[src/rtl/frame_rx_deframer_if.sv]
// frame_rx_deframer_if: bus bundle between the serial line side and the
// deframer. The master modport is the line/consumer side (drives rx_bit and
// abort, observes results); the slave modport is the deframer itself.
interface frame_rx_deframer_if #(
    parameter int CNT_W = 8
) ();
    logic             rx_bit;
    logic             abort;
    logic [15:0]      rx_frame;
    logic             frame_rx_valid;
    logic             rx_busy;
    logic [CNT_W-1:0] rx_ok_count;
    logic [CNT_W-1:0] rx_drop_count;

    modport master (
        output rx_bit,
        output abort,
        input  rx_frame,
        input  frame_rx_valid,
        input  rx_busy,
        input  rx_ok_count,
        input  rx_drop_count
    );

    modport slave (
        input  rx_bit,
        input  abort,
        output rx_frame,
        output frame_rx_valid,
        output rx_busy,
        output rx_ok_count,
        output rx_drop_count
    );
endinterface

[src/rtl/frame_rx_deframer.sv]
// frame_rx_deframer: hunts a 1-bit-per-clock line for the 4-bit SFD,
// deserializes the 12 body bits {DST, SRC, PAYLOAD}, filters on destination
// address and presents accepted frames with a one-cycle valid pulse.
// Optional feature macro: RX_BROADCAST_EN (also accept DST==4'hF).
module frame_rx_deframer #(
    parameter logic [3:0] MAC_ADDRESS = 4'hA,
    parameter logic [3:0] SFD         = 4'b0101,
    parameter int         CNT_W       = 8
) (
    input  logic             clk,
    input  logic             rst,
    frame_rx_deframer_if.slave bus
);

    localparam logic [0:0] ST_HUNT = 1'b0;
    localparam logic [0:0] ST_RECV = 1'b1;

    logic [0:0]       state_q,     state_d;
    logic [3:0]       sfd_sr_q,    sfd_sr_d;
    logic [3:0]       bit_cnt_q,   bit_cnt_d;
    logic [10:0]      body_q,      body_d;
    logic [15:0]      rx_frame_q,  rx_frame_d;
    logic             valid_q,     valid_d;
    logic [CNT_W-1:0] ok_cnt_q,    ok_cnt_d;
    logic [CNT_W-1:0] drop_cnt_q,  drop_cnt_d;

    logic [11:0]      body12;
    logic [3:0]       dst;
    logic [3:0]       src;
    logic             dst_ok;
    logic             accept;

    // Saturating increment: holds at all-ones instead of wrapping.
    function automatic logic [CNT_W-1:0] sat_inc(input logic [CNT_W-1:0] v);
        if (&v) begin
            return v;
        end
        return v + {{(CNT_W-1){1'b0}}, 1'b1};
    endfunction

    // Completed body as it stands when the 12th body bit is on the line.
    assign body12 = {body_q, bus.rx_bit};
    assign dst    = body12[11:8];
    assign src    = body12[7:4];

`ifdef RX_BROADCAST_EN
    assign dst_ok = (dst == MAC_ADDRESS) || (dst == 4'hF);
`else
    assign dst_ok = (dst == MAC_ADDRESS);
`endif

    // Loopback frames (our own SRC) are never accepted.
    assign accept = dst_ok && (src != MAC_ADDRESS);

    // Next-state logic: SFD hunt, body shift, filter decision and abort flush.
    always_comb begin
        state_d    = state_q;
        sfd_sr_d   = sfd_sr_q;
        bit_cnt_d  = bit_cnt_q;
        body_d     = body_q;
        rx_frame_d = rx_frame_q;
        valid_d    = 1'b0;
        ok_cnt_d   = ok_cnt_q;
        drop_cnt_d = drop_cnt_q;

        if (bus.abort) begin
            // Flush any partial frame; the last accepted frame and stats stay.
            state_d   = ST_HUNT;
            sfd_sr_d  = 4'b0000;
            bit_cnt_d = 4'd0;
        end else begin
            case (state_q)
                ST_HUNT: begin
                    sfd_sr_d = {sfd_sr_q[2:0], bus.rx_bit};
                    if ({sfd_sr_q[2:0], bus.rx_bit} == SFD) begin
                        state_d   = ST_RECV;
                        bit_cnt_d = 4'd0;
                        body_d    = 11'd0;
                    end
                end
                ST_RECV: begin
                    body_d    = {body_q[9:0], bus.rx_bit};
                    bit_cnt_d = bit_cnt_q + 4'd1;
                    if (bit_cnt_q == 4'd11) begin
                        // Frame complete; hunting restarts from a clean shifter
                        // so frame bits can never be mistaken for an SFD.
                        state_d   = ST_HUNT;
                        sfd_sr_d  = 4'b0000;
                        bit_cnt_d = 4'd0;
                        if (accept) begin
                            rx_frame_d = {SFD, body12};
                            valid_d    = 1'b1;
                            ok_cnt_d   = sat_inc(ok_cnt_q);
                        end else begin
                            drop_cnt_d = sat_inc(drop_cnt_q);
                        end
                    end
                end
                default: begin
                    state_d   = ST_HUNT;
                    sfd_sr_d  = 4'b0000;
                    bit_cnt_d = 4'd0;
                end
            endcase
        end
    end

    // Control, result and statistics registers with synchronous reset.
    always_ff @(posedge clk) begin
        if (rst) begin
            state_q    <= ST_HUNT;
            sfd_sr_q   <= 4'b0000;
            bit_cnt_q  <= 4'd0;
            rx_frame_q <= 16'h0000;
            valid_q    <= 1'b0;
            ok_cnt_q   <= '0;
            drop_cnt_q <= '0;
        end else begin
            state_q    <= state_d;
            sfd_sr_q   <= sfd_sr_d;
            bit_cnt_q  <= bit_cnt_d;
            rx_frame_q <= rx_frame_d;
            valid_q    <= valid_d;
            ok_cnt_q   <= ok_cnt_d;
            drop_cnt_q <= drop_cnt_d;
        end
    end

    // Body shifter is pure datapath; it is cleared on every SFD match.
    always_ff @(posedge clk) begin
        body_q <= body_d;
    end

    assign bus.rx_frame       = rx_frame_q;
    assign bus.frame_rx_valid = valid_q;
    assign bus.rx_busy        = (state_q == ST_RECV);
    assign bus.rx_ok_count    = ok_cnt_q;
    assign bus.rx_drop_count  = drop_cnt_q;

endmodule

[src/flat_wrapper.sv]
// flat-port wrapper written by rule: the top's interface ports become plain ports
module frame_rx_deframer_flat 
#(
    parameter logic [3:0] MAC_ADDRESS = 4'hA,
    parameter logic [3:0] SFD         = 4'b0101,
    parameter int         CNT_W       = 8
)
  (clk, rst, bus_rx_bit, bus_abort, bus_rx_frame, bus_frame_rx_valid, bus_rx_busy, bus_rx_ok_count, bus_rx_drop_count);
  frame_rx_deframer_if #(.CNT_W(CNT_W)) bus_i ();
  input  logic clk;
  input  logic rst;
  input wire logic [$bits(bus_i.rx_bit)-1:0] bus_rx_bit;
  input wire logic [$bits(bus_i.abort)-1:0] bus_abort;
  output wire logic [$bits(bus_i.rx_frame)-1:0] bus_rx_frame;
  output wire logic [$bits(bus_i.frame_rx_valid)-1:0] bus_frame_rx_valid;
  output wire logic [$bits(bus_i.rx_busy)-1:0] bus_rx_busy;
  output wire logic [$bits(bus_i.rx_ok_count)-1:0] bus_rx_ok_count;
  output wire logic [$bits(bus_i.rx_drop_count)-1:0] bus_rx_drop_count;
  assign bus_i.rx_bit = bus_rx_bit;
  assign bus_i.abort = bus_abort;
  assign bus_rx_frame = bus_i.rx_frame;
  assign bus_frame_rx_valid = bus_i.frame_rx_valid;
  assign bus_rx_busy = bus_i.rx_busy;
  assign bus_rx_ok_count = bus_i.rx_ok_count;
  assign bus_rx_drop_count = bus_i.rx_drop_count;
  frame_rx_deframer #(.MAC_ADDRESS(MAC_ADDRESS), .SFD(SFD), .CNT_W(CNT_W)) u_core (.clk(clk), .rst(rst), .bus(bus_i));
endmodule
[config.mk]
export PLATFORM = sky130hd
export DESIGN_NAME = frame_rx_deframer_flat
export DESIGN_NICKNAME = d
export VERILOG_FILES = /design/src/rtl/frame_rx_deframer_if.sv /design/src/rtl/frame_rx_deframer.sv /design/src/flat_wrapper.sv
export SDC_FILE = /design/constraint.sdc
export NUM_CORES = 1
export LEC_CHECK = 0
export ABC_AREA = 1
export ABC_CLOCK_PERIOD_IN_PS = 2300
export CAP_MARGIN = 20
export CORE_MARGIN = 4
export CORE_UTILIZATION = 45
export DETAILED_ROUTE_END_ITERATION = 10
export PLACE_DENSITY_LB_ADDON = 0.08
export SYNTH_ARGS = -nofsm -noshare
export SYNTH_HDL_FRONTEND = slang
export SYNTH_SLANG_ARGS = --single-unit
[constraint.sdc]
create_clock -name clk -period 2.3 [get_ports clk]
set_clock_uncertainty 0.1 [all_clocks]
set_input_delay 0.345 -clock clk [delete_from_list [all_inputs] [get_ports clk]]
set_output_delay 0.345 -clock clk [all_outputs]
set_load 0.01 [all_outputs]
==> flow_summary.ini, run 1 <==
[worst_setup_path]
timing.critical_path.to_type = primary output
path_max_fanout = 7
startpoint_type = flop
worst-endpoint-arrival_ns = 1.35
required_ns = 1.86
timing.critical_path.from = u_core.bus.rx_busy$_SDFF_PP0_
critPathMaxStageDelay_ns = 0.59
worstPathCellList = clkdlybuf4s50_1
worst_r2r_startpoint = u_core.bit_cnt_q[0]$_SDFFE_PP0P_
critical_path.top_delay_family = buffers and inverters
critical_path_class = reg2out
slowest_stage = sky130_fd_sc_hd__clkdlybuf4s50_1
cp_num_buf_inv = 1

[grt]
first_global_vias = 1750
met3_usage_pct = 3.67
grt_overflow_total = 0
use_met2_pct = 24.9
grt_max_degree = 21
grtUsageTotal_pct = 15.8
grt-busiest-layer = met2
number_of_antenna_violations_at_the_first_check_in_global_routing = 0
grt_util_met1_pct = 20.9
wire_length_of_the_first_global_routing_pass_mm = 7.77

[clocking]
clock_tree_from_tritoncts = done
clock_sinks = 49
cts_made_buffers = 5
number_of_setup_buffers_added_after_cts = 0
cts_hold_buffers_added = 0
clock_latency_ns = 0.30
maximum_buffer_depth_of_the_clock_tree = 2
ctsHtreeMaxLevel = 2
ctsRootBufferMaster = sky130_fd_sc_hd__clkbuf_8
path_clk_slew_ns = 0.09
cts-resized-gates = 0

[power_and_ir_drop]
power_leakage_nw = 1.19
swShare_pct = 20.7
finalPower_mw = 1.43
switchingPower_mw = 0.296
combPwrFrac_pct = 2.2
part_of_the_power_in_the_clock_network_pct = 36.3
seq_power_share_pct = 61.6
power.density_cell_area_nw_per_um2 = 525
vdd.ir_drop.worst_mv = 0.414
power_report.internal_total_mw = 1.13

[floorplanning]
core.rowCount = 25
initial_utilization_pct = 46.7
fp.dieW_um = 78.2
fp.dieArea_um2 = 6120
floorplan.io_pins = 38
core_um2 = 4750
die_height_um = 78.2

[routing]
drtIter0Drc = 73
routed-via-count = 1852
vias_per_cell = 4.55
post_drt_wl_per_cell_um = 10.6
detail_route.drc_violations = 0
drt_wl_total_mm = 4.32
antenna_violating_nets_post_route = 0
firstDrtPassIters = 4

[synthesis]
synthesis.yosys.warnings = 0
synthesis.area_um2 = 2220
synthDistinctLibCells = 30
avgSynthCellArea_um2 = 7.37
syn-instance-count = 301
post_synth_main_area_contributors = sky130_fd_sc_hd__dfxtp_1, sky130_fd_sc_hd__edfxtp_1, sky130_fd_sc_hd__nand2_1, sky130_fd_sc_hd__nor2_1, sky130_fd_sc_hd__inv_1
post_synth_most_frequent_cells = sky130_fd_sc_hd__nand2_1, sky130_fd_sc_hd__nor2_1, sky130_fd_sc_hd__inv_1, sky130_fd_sc_hd__dfxtp_1, sky130_fd_sc_hd__nand3_1
dominantRegCellSynth = sky130_fd_sc_hd__dfxtp_1
synth_edf_count = 11
yosys.area.top_type = sky130_fd_sc_hd__dfxtp_1
yosysMostFrequentCell = sky130_fd_sc_hd__nand2_1
sequential_share_of_the_synthesized_area_pct = 49.2
synth_seq_cells = 49
ys_async_sr_fraction_pct = 0
synth_top_area_share_pct = 34.3

[status]
outcome = complete, no violations

[layout]
fin_nets = 346
fillCellCount = 484
antenna_cells = 0
multiInputGateArea_um2 = 920
regArea_um2 = 1090
area_growth_pct = 22.4
post_route_cells_drive_above_1_share_pct = 6.47

[placed_design]
port_buffers = 35
post-dp-hpwl_mm = 3.09
gp_congestion = 0.786

[sta]
post-route-period-util_pct = 78.1
setup_repair_after_global_routing_missed_its_margin = no
finalSetupViolations = 0
timing.final.max_slew_violations = 0
hold_viol_final = 0
finalWorstPathRequiredPeriod_ns = 1.80
max_freq_mhz = 557
timing.setup.tns_ns = 0

[run]
cap_violations = 0

[min_path]
worst_hold_path_startpoint = u_core.bus.rx_frame[10]$_SDFFE_PP0P_
min_path_type = reg2reg
sequential cells by signal (all words and copies together), names as in the netlist:
signal and flops:
u_core.bus.rx_frame 13, u_core.bus.rx_drop_count 8, u_core.bus.frame_rx_valid 1, u_core.bus.rx_ok_count 8
u_core.bus.rx_busy 1, u_core.bit_cnt_q 4, u_core.body_q 11, u_core.sfd_sr_q 3
through the flow:
stage          hold WS, ns  setup slack, ns  util (%)  instance area (um2)  std cells
3_3_place_gp         0.328            0.403      55.1                 2620        399
4_1_cts              0.344            0.481      57.2                 2720        407
3_5_place_dp         0.330            0.378      55.1                 2620        399
2_1_floorplan        0.317            0.531         -                 2220        302
6_report             0.341            0.503      57.2                 2720        407
5_1_grt              0.369            0.355      57.2                 2720        407
layout make-up:
type / instances / share of cell area (%)
tap: 67 / 3.08
timing repair buffer: 38 / 13.7
clock inverter: 2 / 0.506
clock buffer: 6 / 3.04
multi-input combinational: 204 / 33.8
sequential: 49 / 40.1
inverter: 41 / 5.66
routing by layer:
layer,part of all wire (%),vias to the layer above
met5,0,-
met4,1.3,0
met3,4.0,4
met2,46,40
met1,49,812
li1,-,996
logic make-up (layout without fill, tap and decap cells):
| family | after synthesis | count (layout) | share of synthesized area, % |
|---|---|---|---|
| adders and majority gates | 3 | 3 | 1.69 |
| xor gates and xnor gates | 2 | 2 | 0.789 |
| other | 1 | 2 | 0.169 |
| DFF | 49 | 49 | 49.2 |
| buffers and inverters | 49 | 87 | 9.58 |
| AOI/OAI and AO/OA | 21 | 21 | 5.19 |
| and+or+nand+nor | 176 | 176 | 33.4 |
placed cells by master (no fill, tap or decap), drive strengths merged, types with 2 or more instances in the layout:
cell           instances
nand2                 75
nor2                  74
inv                   41
dfxtp                 38
clkdlybuf4s50         35
nand3                 19
edfxtp                11
a21oi                 10
o21ai                 10
clkbuf                 6
nor3                   3
ha                     3
buf                    3
nand4                  2
conb                   2
clkinv                 2
worst paths after layout:
| check | end | slack [ns] | cells after the start |
|---|---|---|---|
| worst max-delay path | bus_rx_busy | 0.50 | 1 |
| worst min-delay path | u_core.bus.rx_frame[10]$_SDFFE_PP0P_ | 0.34 | 2 |
| worst max register to register | u_core.bus.rx_ok_count[0]$_SDFFE_PP0P_ | 0.56 | 9 |
| worst min register to register | u_core.bus.rx_frame[10]$_SDFFE_PP0P_ | 0.34 | 2 |
power by group through the flow:
| stage | logic (mW) | registers, mW | clock network, mW |
|---|---|---|---|
| after floorplan | 0.0198 | 0.898 | 0 |
| after global placement | 0.0309 | 0.898 | 0 |
| after detailed placement | 0.0312 | 0.898 | 0 |
| after CTS | 0.0316 | 0.878 | 0.538 |
| after global routing | 0.0358 | 0.878 | 0.573 |
| final | 0.0312 | 0.878 | 0.517 |
Power figures use the tool's default switching activity.
==> run 2, diff against run 1 <==
--- a/config.mk
+++ b/config.mk
@@ -6,7 +6,7 @@
 export NUM_CORES = 1
 export LEC_CHECK = 0
 export ABC_AREA = 1
-export ABC_CLOCK_PERIOD_IN_PS = 2300
+export ABC_CLOCK_PERIOD_IN_PS = 1850
 export CAP_MARGIN = 20
 export CORE_MARGIN = 4
 export CORE_UTILIZATION = 45
==> constraint.sdc (replaced) <==
create_clock -name clk -period 1.85 [get_ports clk]
set_clock_uncertainty 0.1 [all_clocks]
set_input_delay 0.2775 -clock clk [delete_from_list [all_inputs] [get_ports clk]]
set_output_delay 0.2775 -clock clk [all_outputs]
set_load 0.01 [all_outputs]
==> flow_summary.ini, run 2 (synthesized netlist as in run 1, its figures left out) <==
[layout]
mostFrequentLayoutCell = sky130_fd_sc_hd__nand2_1
fillCellCount = 463
finish.instance_area_um2 = 2760
antenna_cells = 0
area_growth_pct = 24.4
final-instance-count-excl-fill = 412
mostFrequentLayoutCells = sky130_fd_sc_hd__nand2_1, sky130_fd_sc_hd__nor2_1, sky130_fd_sc_hd__inv_1
fin_nets = 351
largest_register_ffs = 13
post_route_cells_drive_above_1_share_pct = 7.83

[grt]
grt-busiest-layer = met2
grtUsageTotal_pct = 15.8
grt_max_degree = 19
wire_length_of_the_first_global_routing_pass_mm = 7.76
grt_util_met1_pct = 21.1
use_met2_pct = 24.4
number_of_antenna_violations_at_the_first_check_in_global_routing = 0
first_global_vias = 1784
grt_overflow_total = 0
met3_usage_pct = 3.90

[worst_setup_path]
critical_path_class = reg2out
timing.critical_path.from = u_core.bus.rx_ok_count[4]$_SDFFE_PP0P_
critPathMaxStageDelay_ns = 0.59
worstPathCellList = clkdlybuf4s50_1
path_max_fanout = 6
r2r_cell_count = 8
slowest_stage = sky130_fd_sc_hd__clkdlybuf4s50_1
worst_r2r_startpoint = u_core.bit_cnt_q[0]$_SDFFE_PP0P_
r2r_setup_slack_ns = 0.22
critical_path.top_delay_family = buffers and inverters
worstSetupPathDepth = 1
startpoint_type = flop
worst-endpoint-arrival_ns = 1.36
timing.critical_path.to_type = primary output
cp_num_buf_inv = 1
timing.rr.end = u_core.bus.rx_frame[6]$_SDFFE_PP0P_
required_ns = 1.47
crit_path_to = bus_rx_ok_count[4]

[floorplanning]
initial_utilization_pct = 46.7
fp.dieW_um = 78.2
die_height_um = 78.2
core.rowCount = 25
core_um2 = 4750
floorplan.io_pins = 38
fp.dieArea_um2 = 6120

[clocking]
maximum_buffer_depth_of_the_clock_tree = 2
ctsHtreeMaxLevel = 2
path_clk_slew_ns = 0.09
clock_latency_ns = 0.31
cts_made_buffers = 5
ctsRootBufferMaster = sky130_fd_sc_hd__clkbuf_8
number_of_setup_buffers_added_after_cts = 0
clock_sinks = 49
clock_tree_from_tritoncts = done

[routing]
detail_route.drc_violations = 0
vias_per_cell = 4.61
drtIter0Drc = 55
routed-via-count = 1898
post_drt_wl_per_cell_um = 10.8
firstDrtPassIters = 4
drt_wl_total_mm = 4.45
antenna_violating_nets_post_route = 0

[sta]
post-route-period-util_pct = 93.7
finalWorstPathRequiredPeriod_ns = 1.73
hold_viol_final = 0
finalSetupViolations = 0
max_freq_mhz = 577
setup_repair_after_global_routing_missed_its_margin = no
timing.final.max_slew_violations = 0
timing.setup.tns_ns = 0

[placed_design]
place_inst = 404
post-dp-hpwl_mm = 3.26
place_area_um2 = 2660
gp_congestion = 0.824
port_buffers = 35

[min_path]
min_path_type = reg2reg

[power_and_ir_drop]
power_leakage_nw = 1.23
switchingPower_mw = 0.408
power_report.internal_total_mw = 1.38
finalPower_mw = 1.78
vdd.ir_drop.worst_mv = 0.602
power.density_cell_area_nw_per_um2 = 646
part_of_the_power_in_the_clock_network_pct = 36.4
combPwrFrac_pct = 2.4
swShare_pct = 22.8
seq_power_share_pct = 61.2

[status]
outcome = complete, no violations

[run]
cap_violations = 0
[run 2: power by group through the flow]
stage	registers (mW)	clock network, mW	logic (mW)
floorplan	1.12	0	0.0247
global placement	1.12	0	0.0431
detailed placement	1.12	0	0.0441
CTS	1.09	0.663	0.0442
global route	1.09	0.705	0.0485
finish	1.09	0.649	0.0433
[run 2: worst min-delay path, cell delays in order, from the launching register on]
cell,delay [ns]
sky130_fd_sc_hd__dfxtp_1,0.32
sky130_fd_sc_hd__nand2_1,0.06
sky130_fd_sc_hd__nor2_1,0.03
[run 2: routing by layer]
metal	vias to the layer above	wire [um]
met1	840	2220
met4	0	71
met2	45	1920
li1	1006	-
met3	7	242
met5	-	0
[run 2: layout make-up]
type / instances / area [um2] / area share (%)
clock inverters: 3 / 21.3 / 0.770
clock buffers: 5 / 68.8 / 2.49
repair buffers: 43 / 417 / 15.1
flip-flops and latches: 49 / 1090 / 39.6
inverters: 41 / 154 / 5.57
well taps: 67 / 83.8 / 3.04
multi-input cells: 204 / 925 / 33.5
[run 2: how the worst min path moves through the flow]
stage                                         startpoint                              endpoint  depth (start not counted)
floorplan                                            rst  u_core.bus.rx_frame[10]$_SDFFE_PP0P_                          1
global placement     u_core.bus.rx_frame[8]$_SDFFE_PP0P_   u_core.bus.rx_frame[8]$_SDFFE_PP0P_                          2
detailed placement  u_core.bus.rx_frame[10]$_SDFFE_PP0P_  u_core.bus.rx_frame[10]$_SDFFE_PP0P_                          2
CTS                 u_core.bus.rx_frame[10]$_SDFFE_PP0P_  u_core.bus.rx_frame[10]$_SDFFE_PP0P_                          2
global route         u_core.bus.rx_frame[8]$_SDFFE_PP0P_   u_core.bus.rx_frame[8]$_SDFFE_PP0P_                          2
finish              u_core.bus.rx_frame[10]$_SDFFE_PP0P_  u_core.bus.rx_frame[10]$_SDFFE_PP0P_                          2
[run 2: per-stage QoR]
stage | worst slack, ns | util [%] | hold WS [ns]
5_1_grt | 0.0191 | 58.1 | 0.365
3_3_place_gp | 0.0700 | 55.9 | 0.328
6_report | 0.116 | 58.1 | 0.338
3_5_place_dp | 0.0584 | 55.9 | 0.328
2_1_floorplan | 0.0812 | - | 0.249
4_1_cts | 0.0413 | 57.9 | 0.341
[run 2: repair_timing]
action | CTS | global route
hold buffers | 0 | 0
pin swaps | 0 | 2
gates resized for setup | 1 | 3
setup endpoints to repair | 1 | 14
==> run 3, diff against run 2 <==
--- a/config.mk
+++ b/config.mk
@@ -11,6 +11,7 @@
 export CORE_MARGIN = 4
 export CORE_UTILIZATION = 45
 export DETAILED_ROUTE_END_ITERATION = 10
+export GPL_TIMING_DRIVEN = 0
 export PLACE_DENSITY_LB_ADDON = 0.08
 export SYNTH_ARGS = -nofsm -noshare
 export SYNTH_HDL_FRONTEND = slang
==> flow_summary.ini, run 3 (synthesized netlist as in run 1, its figures left out) <==
[status]
outcome = complete, no violations

[worst_setup_path]
critPathMaxStageDelay_ns = 0.59
worst-endpoint-arrival_ns = 1.35
worstPathCellList = clkdlybuf4s50_1
path_max_fanout = 7
r2r_setup_slack_ns = 0.14
timing.rr.end = u_core.bus.rx_frame[6]$_SDFFE_PP0P_
critical_path_class = reg2out
worst_r2r_startpoint = u_core.bit_cnt_q[0]$_SDFFE_PP0P_
cp_num_buf_inv = 1
r2r_cell_count = 8
startpoint_type = flop
timing.critical_path.to_type = primary output
slowest_stage = sky130_fd_sc_hd__clkdlybuf4s50_1
required_ns = 1.47
critical_path.top_delay_family = buffers and inverters

[routing]
antenna_violating_nets_post_route = 0
routed-via-count = 1883
drtIter0Drc = 72
vias_per_cell = 4.57
firstDrtPassIters = 4
detail_route.drc_violations = 0
drt_wl_total_mm = 4.37
post_drt_wl_per_cell_um = 10.6

[sta]
post-route-period-util_pct = 93.1
final.setup.worst_slack_ns = 0.127
finalWorstPathRequiredPeriod_ns = 1.72
timing.final.max_slew_violations = 0
setup_repair_after_global_routing_missed_its_margin = no
finalSetupViolations = 0
hold_viol_final = 0
max_freq_mhz = 580

[min_path]
worst_hold_path_startpoint = u_core.bus.rx_frame[8]$_SDFFE_PP0P_
whs_path_depth = 2
worst_hold_path.endpoint = u_core.bus.rx_frame[8]$_SDFFE_PP0P_
min_path_type = reg2reg

[placed_design]
place_inst = 404
gp_congestion = 0.831
port_buffers = 35
post-place-ws_ns = -0.467
post-dp-hpwl_mm = 3.15

[layout]
fin_nets = 351
antenna_cells = 0
mostFrequentLayoutCell = sky130_fd_sc_hd__nand2_1
largest_register_ffs = 13
final-instance-count-excl-fill = 412
post_route_cells_drive_above_1_share_pct = 7.54
fillCellCount = 475
mostFrequentLayoutCells = sky130_fd_sc_hd__nand2_1, sky130_fd_sc_hd__nor2_1, sky130_fd_sc_hd__inv_1
area_growth_pct = 24.3
regArea_um2 = 1090
multiInputGateArea_um2 = 927

[floorplanning]
core.rowCount = 25
core_um2 = 4750
fp.dieW_um = 78.2
die_height_um = 78.2
fp.dieArea_um2 = 6120
floorplan.io_pins = 38
initial_utilization_pct = 46.7

[grt]
grtUsageTotal_pct = 15.7
grt_max_degree = 16
first_global_vias = 1803
number_of_antenna_violations_at_the_first_check_in_global_routing = 0
grt_overflow_total = 0
wire_length_of_the_first_global_routing_pass_mm = 7.78

[clocking]
ctsRootBufferMaster = sky130_fd_sc_hd__clkbuf_8
cts_made_buffers = 5
clock_latency_ns = 0.30
maximum_buffer_depth_of_the_clock_tree = 2
clock_tree_from_tritoncts = done
ctsHtreeMaxLevel = 2
clock_sinks = 49
path_clk_slew_ns = 0.09

[power_and_ir_drop]
vdd.ir_drop.worst_mv = 0.531
power_leakage_nw = 1.21
power.density_cell_area_nw_per_um2 = 648

[run]
cap_violations = 0
[run 3: worst max path at each step]
stage	start	to	slack [ns]	cells past startpoint
3_5_place_dp	bus_rx_bit	u_core.body_q[3]$_SDFFCE_PN0P_	-0.47	5
3_3_place_gp	bus_rx_bit	u_core.body_q[0]$_SDFFCE_PN0P_	-0.46	5
5_1_grt	u_core.bus.rx_drop_count[0]$_SDFFE_PP0P_	u_core.bus.rx_drop_count[0]$_SDFFE_PP0P_	0.002	9
4_1_cts	u_core.bus.rx_busy$_SDFF_PP0_	u_core.body_q[2]$_SDFFCE_PN0P_	0.01	5
6_report	u_core.bus.rx_ok_count[3]$_SDFFE_PP0P_	bus_rx_ok_count[3]	0.13	1
2_1_floorplan	u_core.bus.rx_busy$_SDFF_PP0_	u_core.body_q[0]$_SDFFCE_PN0P_	0.08	5
[run 3: area by class of cell]
type	count	share of cell area (%)
well taps	67	3.04
repair buffers	35	12.7
multi-input cells	204	33.6
clock buffers	7	3.13
clock inverters	1	0.272
flip-flops and latches	49	39.5
inverters	41	5.58
plain buffers	8	2.13
[run 3: tightest hold or removal path, stage by stage, from the launching register on]
cell and delay, ns:
sky130_fd_sc_hd__dfxtp_1 0.32, sky130_fd_sc_hd__nand2_1 0.06, sky130_fd_sc_hd__nor2_1 0.03
[run 3: power breakdown]
| group | leakage, nW | switching (mW) | internal, mW |
|---|---|---|---|
| logic | 0.754 | 0.0273 | 0.0157 |
| clock network | 0.0445 | 0.349 | 0.304 |
| registers | 0.408 | 0.00163 | 1.09 |
[run 3: layer usage]
layer  up-vias  part of all wire (%)  track usage [%]
li1       1005                     -                -
met1       838                    49             20.2
met2        34                    45             24.7
met3         6                   5.2             4.82
met4         0                   1.1             5.77
met5         -                     0                0
[run 3: repair_timing]
| action | CTS | global route |
|---|---|---|
| pin swaps | 0 | 0 |
| endpoints found under the setup margin | 11 | 11 |
| resized for setup | 1 | 1 |
| buffers inserted | 0 | 0 |
| hold buffers | 0 | 0 |
[run 3: stage by stage]
step	instance area [um2]	utilization [%]	setup TNS (ns)	power, mW	hold WS (ns)
floorplan	2220	-	0	1.14	0.249
global placement	2660	55.9	-5.06	1.16	0.329
detailed placement	2660	55.9	-5.14	1.16	0.330
CTS	2750	57.9	0	1.82	0.345
global route	2760	58.0	0	1.86	0.367
finish	2760	58.0	0	1.79	0.341
